===== src/rtl/alarm_timer_scheduler.sv =====
// Interval timer and delay-parameter store for the anti-theft controller.
// Holds the four reprogrammable delays, derives the one-second tick from the
// system clock and runs one interval at a time, answering with a one-cycle
// expiry pulse.
module alarm_timer_scheduler #(
  parameter int PRESCALE      = 8,
  parameter int DEF_ARM       = 6,
  parameter int DEF_DRIVER    = 8,
  parameter int DEF_PASSENGER = 15,
  parameter int DEF_ALARM_ON  = 10
) (
  input  logic       clock,
  input  logic       systemReset,
  input  logic       reprogram,
  input  logic [1:0] paramSelect,
  input  logic [3:0] timeValue,
  input  logic       startTimer,
  input  logic [1:0] intervalSelect,
  input  logic       intervalDouble,
  output logic       expired,
  output logic       running,
  output logic [4:0] remaining,
  output logic       oneHzEnable
);

  localparam int            PW       = (PRESCALE > 1) ? $clog2(PRESCALE) : 1;
  localparam logic [PW-1:0] PRE_LAST = PW'(PRESCALE - 1);

  typedef enum logic [1:0] {
    IDLE  = 2'd0,
    COUNT = 2'd1,
    DONE  = 2'd2
  } state_t;

  state_t        state_q, state_d;
  logic [3:0]    arm_q, driver_q, passenger_q, alarm_on_q;
  logic [PW-1:0] pre_q;
  logic [4:0]    remaining_q, remaining_d;
  logic [3:0]    sel_val;
  logic [4:0]    load_n;
  logic          start_ok;
  logic          tick;

  // A write always wins over a simultaneous start request.
  assign start_ok    = startTimer & ~reprogram;
  assign tick        = (pre_q == PRE_LAST);
  assign oneHzEnable = tick;
  assign remaining   = remaining_q;

  // Pick the stored delay addressed by the start request.
  always_comb begin
    sel_val = arm_q;
    case (intervalSelect)
      2'd0:    sel_val = arm_q;
      2'd1:    sel_val = driver_q;
      2'd2:    sel_val = passenger_q;
      default: sel_val = alarm_on_q;
    endcase
  end

  // Doubling is a plain shift; 15 s doubled still fits in five bits.
  assign load_n = intervalDouble ? {sel_val, 1'b0} : {1'b0, sel_val};

  // Parameter store: defaults on reset, single-register write on reprogram.
  always_ff @(posedge clock or posedge systemReset) begin
    if (systemReset) begin
      arm_q       <= 4'(DEF_ARM);
      driver_q    <= 4'(DEF_DRIVER);
      passenger_q <= 4'(DEF_PASSENGER);
      alarm_on_q  <= 4'(DEF_ALARM_ON);
    end else if (reprogram) begin
      case (paramSelect)
        2'd0:    arm_q       <= timeValue;
        2'd1:    driver_q    <= timeValue;
        2'd2:    passenger_q <= timeValue;
        default: alarm_on_q  <= timeValue;
      endcase
    end
  end

  // Free-running prescaler, re-phased on every accepted start so the first
  // tick lands exactly PRESCALE cycles after the start edge.
  always_ff @(posedge clock or posedge systemReset) begin
    if (systemReset) begin
      pre_q <= '0;
    end else if (start_ok || tick) begin
      pre_q <= '0;
    end else begin
      pre_q <= pre_q + 1'b1;
    end
  end

  // FSM state and seconds-remaining registers.
  always_ff @(posedge clock or posedge systemReset) begin
    if (systemReset) begin
      state_q     <= IDLE;
      remaining_q <= '0;
    end else begin
      state_q     <= state_d;
      remaining_q <= remaining_d;
    end
  end

  // Next-state and output decode; abort and restart override the current phase.
  always_comb begin
    state_d     = state_q;
    remaining_d = remaining_q;
    running     = (state_q == COUNT);
    expired     = (state_q == DONE);
    if (reprogram) begin
      state_d     = IDLE;
      remaining_d = '0;
    end else if (startTimer) begin
      remaining_d = load_n;
      state_d     = (load_n != 5'd0) ? COUNT : DONE;
    end else begin
      case (state_q)
        IDLE: begin
          state_d = IDLE;
        end
        COUNT: begin
          if (tick) begin
            if (remaining_q <= 5'd1) begin
              remaining_d = '0;
              state_d     = DONE;
            end else begin
              remaining_d = remaining_q - 5'd1;
            end
          end
        end
        DONE: begin
          state_d     = IDLE;
          remaining_d = '0;
        end
        default: begin
          state_d     = IDLE;
          remaining_d = '0;
        end
      endcase
    end
  end

endmodule


===== config.mk =====
export PLATFORM = sky130hd
export DESIGN_NAME = alarm_timer_scheduler
export DESIGN_NICKNAME = d
export VERILOG_FILES = /design/src/rtl/alarm_timer_scheduler.sv
export SDC_FILE = /design/constraint.sdc
export NUM_CORES = 1
export LEC_CHECK = 0
export ABC_AREA = 1
export BUFFER_PORTS_ARGS = -buffer_cell sky130_fd_sc_hd__buf_2
export CORE_MARGIN = 2
export CORE_UTILIZATION = 36
export DETAILED_ROUTE_END_ITERATION = 8
export PLACE_DENSITY = 0.61
export SYNTH_ARGS = -nofsm -noshare
export SYNTH_HDL_FRONTEND = slang
export SYNTH_SLANG_ARGS = --single-unit

===== constraint.sdc =====
create_clock -name clock -period 1.5 [get_ports clock]
set_clock_uncertainty 0.1 [all_clocks]
set_input_delay 0.3 -clock clock [delete_from_list [all_inputs] [get_ports clock]]
set_output_delay 0.3 -clock clock [all_outputs]
set_load 0.02 [all_outputs]

Word-level counts from Yosys, hierarchy flattened --
Cells that the tools add are included.
Word-level totals: register bits after elaboration 26, input port bits 13, output and inout port bits 8, logic and storage cells 49
Operators by class: add/subtract/negate cells 2, order comparisons 1, eq/ne operators 10, muxes and demuxes 14, bitwise operators 3, reduce and logical (&&, ||, !) cells 12
Operators with widths (count):
- 2-to-1 mux 5 bit | 5
- 2-to-1 mux 2 bit | 6
- one-hot mux 4 bit (3 select lines) | 1
- AND reduction 2 bit | 6
- one-hot mux 5 bit (2 select lines) | 1
- != test 4 x 3 -> 1 bit (second input constant) | 2
- == test 2 x 1 -> 1 bit (second input constant) | 3
- == test 2 bit (second input constant) | 3
- logical NOT 2 bit | 3
- <= comparator 5 x 1 -> 1 bit (second input constant) | 1
- nonzero test 5 bit | 1
- subtractor 5 x 1 -> 5 bit (second input constant) | 1
- adder 3 x 1 -> 3 bit (second input constant) | 1
- == test 3 bit (second input constant) | 1
- 2-to-1 mux 3 bit | 1
- != test 3 bit (second input constant) | 1
- OR reduction 3 bit | 1
- inverter 1 bit | 2
- AND 1 bit | 1
- logical OR 1 bit | 1

Logic depth before layout (Yosys ltp) --
depth after elaboration 7, gate-level depth with buffers 10, depth with buffers taken out 9

Worst setup path before layout --
No wires, ideal clock.
path type reg-to-reg, start point register pre_q[0], end point register remaining_q[0] (netlist: remaining[0]), data arrival time 1.335 ns, slack -0.055 ns, stages on the path, launching flop included 8, path buffers 0, period minus slack after synthesis 1.555 ns, cells stage by stage dfrtp_1 > ha_1 > ha_1 > inv_1 > a21oi_4 > o21ai_1 > o22ai_1 > inv_1
Between the ends: word-level cells in the longest chain between the ends 3
Ends and longest elaborated chain:
- from (decl) | line 37 | logic [PW-1:0] pre_q;
- from (signal assigned) | line 89 | pre_q <= pre_q + 1'b1;
- == test 3 bit | line 46 | assign tick = (pre_q == PRE_LAST);
- net oneHzEnable | line 23 | output logic oneHzEnable
- != test 4 x 3 -> 1 bit (no source line)
- AND reduction 2 bit (no source line)
- to (signal assigned) | line 100 | remaining_q <= remaining_d;
- to (decl) | line 38 | logic [4:0] remaining_q, remaining_d;
The timed path passes the listed nets, and every way through them passes these cells. A chain may end at the register's enable or synchronous reset.

Worst setup path after layout --
start point register pre_q[0], end point output port oneHzEnable
Between the ends: word-level cells in the longest chain between the ends 1
Ends and longest elaborated chain (line):
- == test 3 bit | 46
- to (decl) | 23
No other way between the ends.

==> summary.md <==
| Metric | Value |
|---|---|
| Least-Margin Pin Slew | between 0.3 and 0.4 ns |
| Layout cells sized above 1 | 0.3220 |
| Finished Cell Area | 1745 um2 |
| Final WS setup | -0.02900 ns |
| Critical-path maximum fanout | 2 |
| Final Power | approximately 2.2 mW |
| First-pass GRT wire length | 4981 um |
| Post-synth EDFFs | 0 |
| CTS clk-pin slew, worst paths | roughly 0.090 ns |
| DRC | 0 |
| Syn-to-layout area delta | 25.00% |
| Core Region | approximately 3700 um2 |
| Top Ports | 21 |
| Async SR Flop Fraction | 1.000 |
| Row cnt | 22 |
| Worst-path cell chain | ha_2 -> ha_4 -> buf_6 |
| Clk sinks | 26 |
| Outcome | finished with violations |
| Slowest CP cell | dfrtp_1 |
| Post-synthesis adder-cell area fraction | 0.03584 |
| Avg Inst Size Synth | 8.166 um2 |
| Mapped cell area | 1396 um2 |
| Ys flop type | dfrtp_1 |
| Initial antenna violation count | 0 |
| Synth Area in Compound Gates | 0.1380 |
| Total number of vias | approximately 1200 |
| Largest family of logic cells by synthesized area | simple AND/OR/NAND/NOR gates |
| Max Cap Viol | 0 |
| Synth warnings | 0 |
| Mux cell area share after synthesis | 0 |
| Drt wl/cell | 11.66 um |
| Worst EP arrival | approximately 1.1 ns |
| RSZ-0062 raised after global routing | true |
| Pin count of the biggest net entering global routing | 27 |
| CP peak stage delay | 0.39 ns |
| Final setup vio count | 1 |
| Max transition margin | 0.7725 |
| Drt pass-1 iters | 2 |
| Final ANT Viol Nets | 0 |
| Post-synthesis simple-gate area fraction | 0.2661 |
| CTS buffer count | 3 |
| Placement Cell Area | 1589 um2 |
| TNS Setup | -0.02900 ns |
| Mapped Cells | 171 |
| Vias in the first global route | approximately 1100 |
| Dpl hpwl | 2217 um |
| Pleak | 0.8681 nW |
| H-tree depth | 1 |
| PD cells | 1236 nW/um2 |
| Min Tclk post-route | 1.529 ns |
| Number of diodes | 0 |
| Synth unique cells | 27 |
| Failing checks | negative setup slack |
| Peak VDD IR | about 0.00045 V |
| Hold WC Path Type | primary input to flop |
| Fmax achieved | 654.0 MHz |
| Worst Path Buf+Inv | 1 |
| Vias per cell | 4.696 |
| Crit start category | flop |
| # port buffers | 20 |
| Die Ht | 66.28 um |
| Critical Path Sink Type | output port |
| Root Buffer Master | clkbuf_8 |
| CTS tree | yes |
| Die width | ~66 um |
| Layout Nets | 223 |
| Final period util | 1.019 |
| Number of synthesized register bits | 26 |
| Max-slew violation count | 0 |
| GPL Wtd Cong | between 0.8 and 0.9 |
| Final Util | 0.4732 |
| Syn_nets | approximately 190 |
| Synth Area in XOR/XNOR | 0.01882 |
| Clock buffer depth | 2 |
| Initial Util | 0.3786 |
| Die area | 4393 um2 |
| Crit Path Category | flop to output port |
| Initial DRC Count | between 70 and 80 |
| WP data required | 1.10 ns |
| Sequential share of the synthesized area | 0.4740 |
| Final hold vios | 0 |
| CP top delay family | flip-flops |
| GRT Total Usage | 0.1450 |
| Worst-Skew Late Latency | ~0.27 ns |
| Total grt overflow | 0 |
| WL final | ~2900 um |
[where the power goes]
part | switching (mW) | leakage (nW) | total [mW] | internal (mW)
logic | 0.350 | 0.522 | 0.620 | 0.270
clock network | 0.233 | 0.0357 | 0.590 | 0.357
registers | 0.0860 | 0.310 | 0.947 | 0.861
total | 0.669 | 0.868 | 2.16 | 1.49
[layout make-up]
class / instances / area, um2
fill: 380 / 1943
multi-input combinational: 121 / 668.1
sequential: 26 / 661.9
timing repair buffer: 31 / 197.7
inverter: 23 / 86.33
tap: 48 / 60.06
clock buffer: 3 / 41.29
clock inverter: 1 / 30.03
[path summary, 6_finish.rpt]
check                           cells past startpoint  slack, ns             to          start
worst max-delay path                                3      -0.03    oneHzEnable       pre_q[0]
worst min register to register                      2       0.40  alarm_on_q[3]  alarm_on_q[3]
worst min-delay path                                2       0.14     state_q[1]     startTimer
worst max register to register                      7       0.04   remaining[0]       pre_q[0]
max in group asynchronous                           4       0.49  alarm_on_q[3]    systemReset
min in group asynchronous                           4       0.51       arm_q[3]    systemReset
[state kept, by name, summed over array words and instances (netlist names)]
| signal | flops |
|---|---|
| alarm_on_q | 4 |
| arm_q | 4 |
| driver_q | 4 |
| passenger_q | 4 |
| pre_q | 3 |
| remaining | 5 |
| state_q | 2 |
[kinds of logic (layout without fill, tap and decap cells)]
group	count (synthesis)	in the layout
XOR/XNOR	3	3
adder cells (fa/ha/maj)	4	4
AO/OA/AOI/OAI	33	33
AND/OR/NAND/NOR	81	81
flip-flops	26	26
buffers and inverters	24	58
[per-layer routing]
layer	vias up	track usage	routed length [um]
li1	621	-	-
met1	555	0.2057	1474
met2	10	0.2338	1402
met3	2	0.02044	51
met4	0	0.03061	21
met5	-	0	0
[cell usage in the layout (no fill, tap or decap), drive strengths merged]
cell type / count
dfrtp: 17
xor2: 3
nor3: 3
nand2: 42
nand4: 1
buf: 30
o21bai: 1
o22ai: 1
a31oi: 3
dfstp: 9
inv: 23
o21a: 1
nor2: 14
ha: 4
bufinv: 1
o211ai: 1
or2: 4
dlygate4sd3: 1
clkbuf: 3
a21oi: 3
o21ai: 23
nand3: 17
[synth_stat cells, types with 2 or more instances]
cell type / number / area share
xor2_1: 3 / 0.019
dfstp_2: 9 / 0.17
or2_1: 3 / 0.013
nor2_2: 3 / 0.013
o21ai_1: 4 / 0.014
ha_1: 4 / 0.036
inv_1: 22 / 0.059
nand2_1: 38 / 0.10
nor2_1: 11 / 0.030
a31oi_1: 3 / 0.013
nand3_1: 15 / 0.054
dfrtp_1: 17 / 0.30
o21ai_0: 19 / 0.068
nor3_1: 3 / 0.011
nand3_2: 2 / 0.014
nand2_2: 4 / 0.018
[worst reg2reg max path: stages, from the launching register on]
cell	delay (ns)
dfrtp_1	0.39
ha_2	0.19
ha_4	0.16
inv_2	0.08
a21oi_4	0.09
buf_4	0.16
o22ai_1	0.14
inv_1	0.05
[through the flow]
| step | hold WS (ns) | setup WS [ns] | std cells |
|---|---|---|---|
| 5_1_grt | 0.1302 | -0.07123 | 253 |
| 3_3_place_gp | 0.2781 | -0.02047 | 243 |
| 6_report | 0.1355 | -0.02900 | 253 |
| 2_1_floorplan | 0.2333 | 0.007331 | 171 |
| 3_5_place_dp | 0.2715 | 0.0009288 | 243 |
| 4_1_cts | 0.1203 | -0.03727 | 250 |
[timing repair]
action | in CTS | in global routing
setup buffers | 2 | 3
pin swaps | 2 | 5
gates resized for setup | 4 | 10
cloned | 0 | 0
hold buffers | 1 | 0
setup endpoints to repair | 3 | 8
endpoints found under the hold margin | 17 | 0
Power figures use the tool's default switching activity.
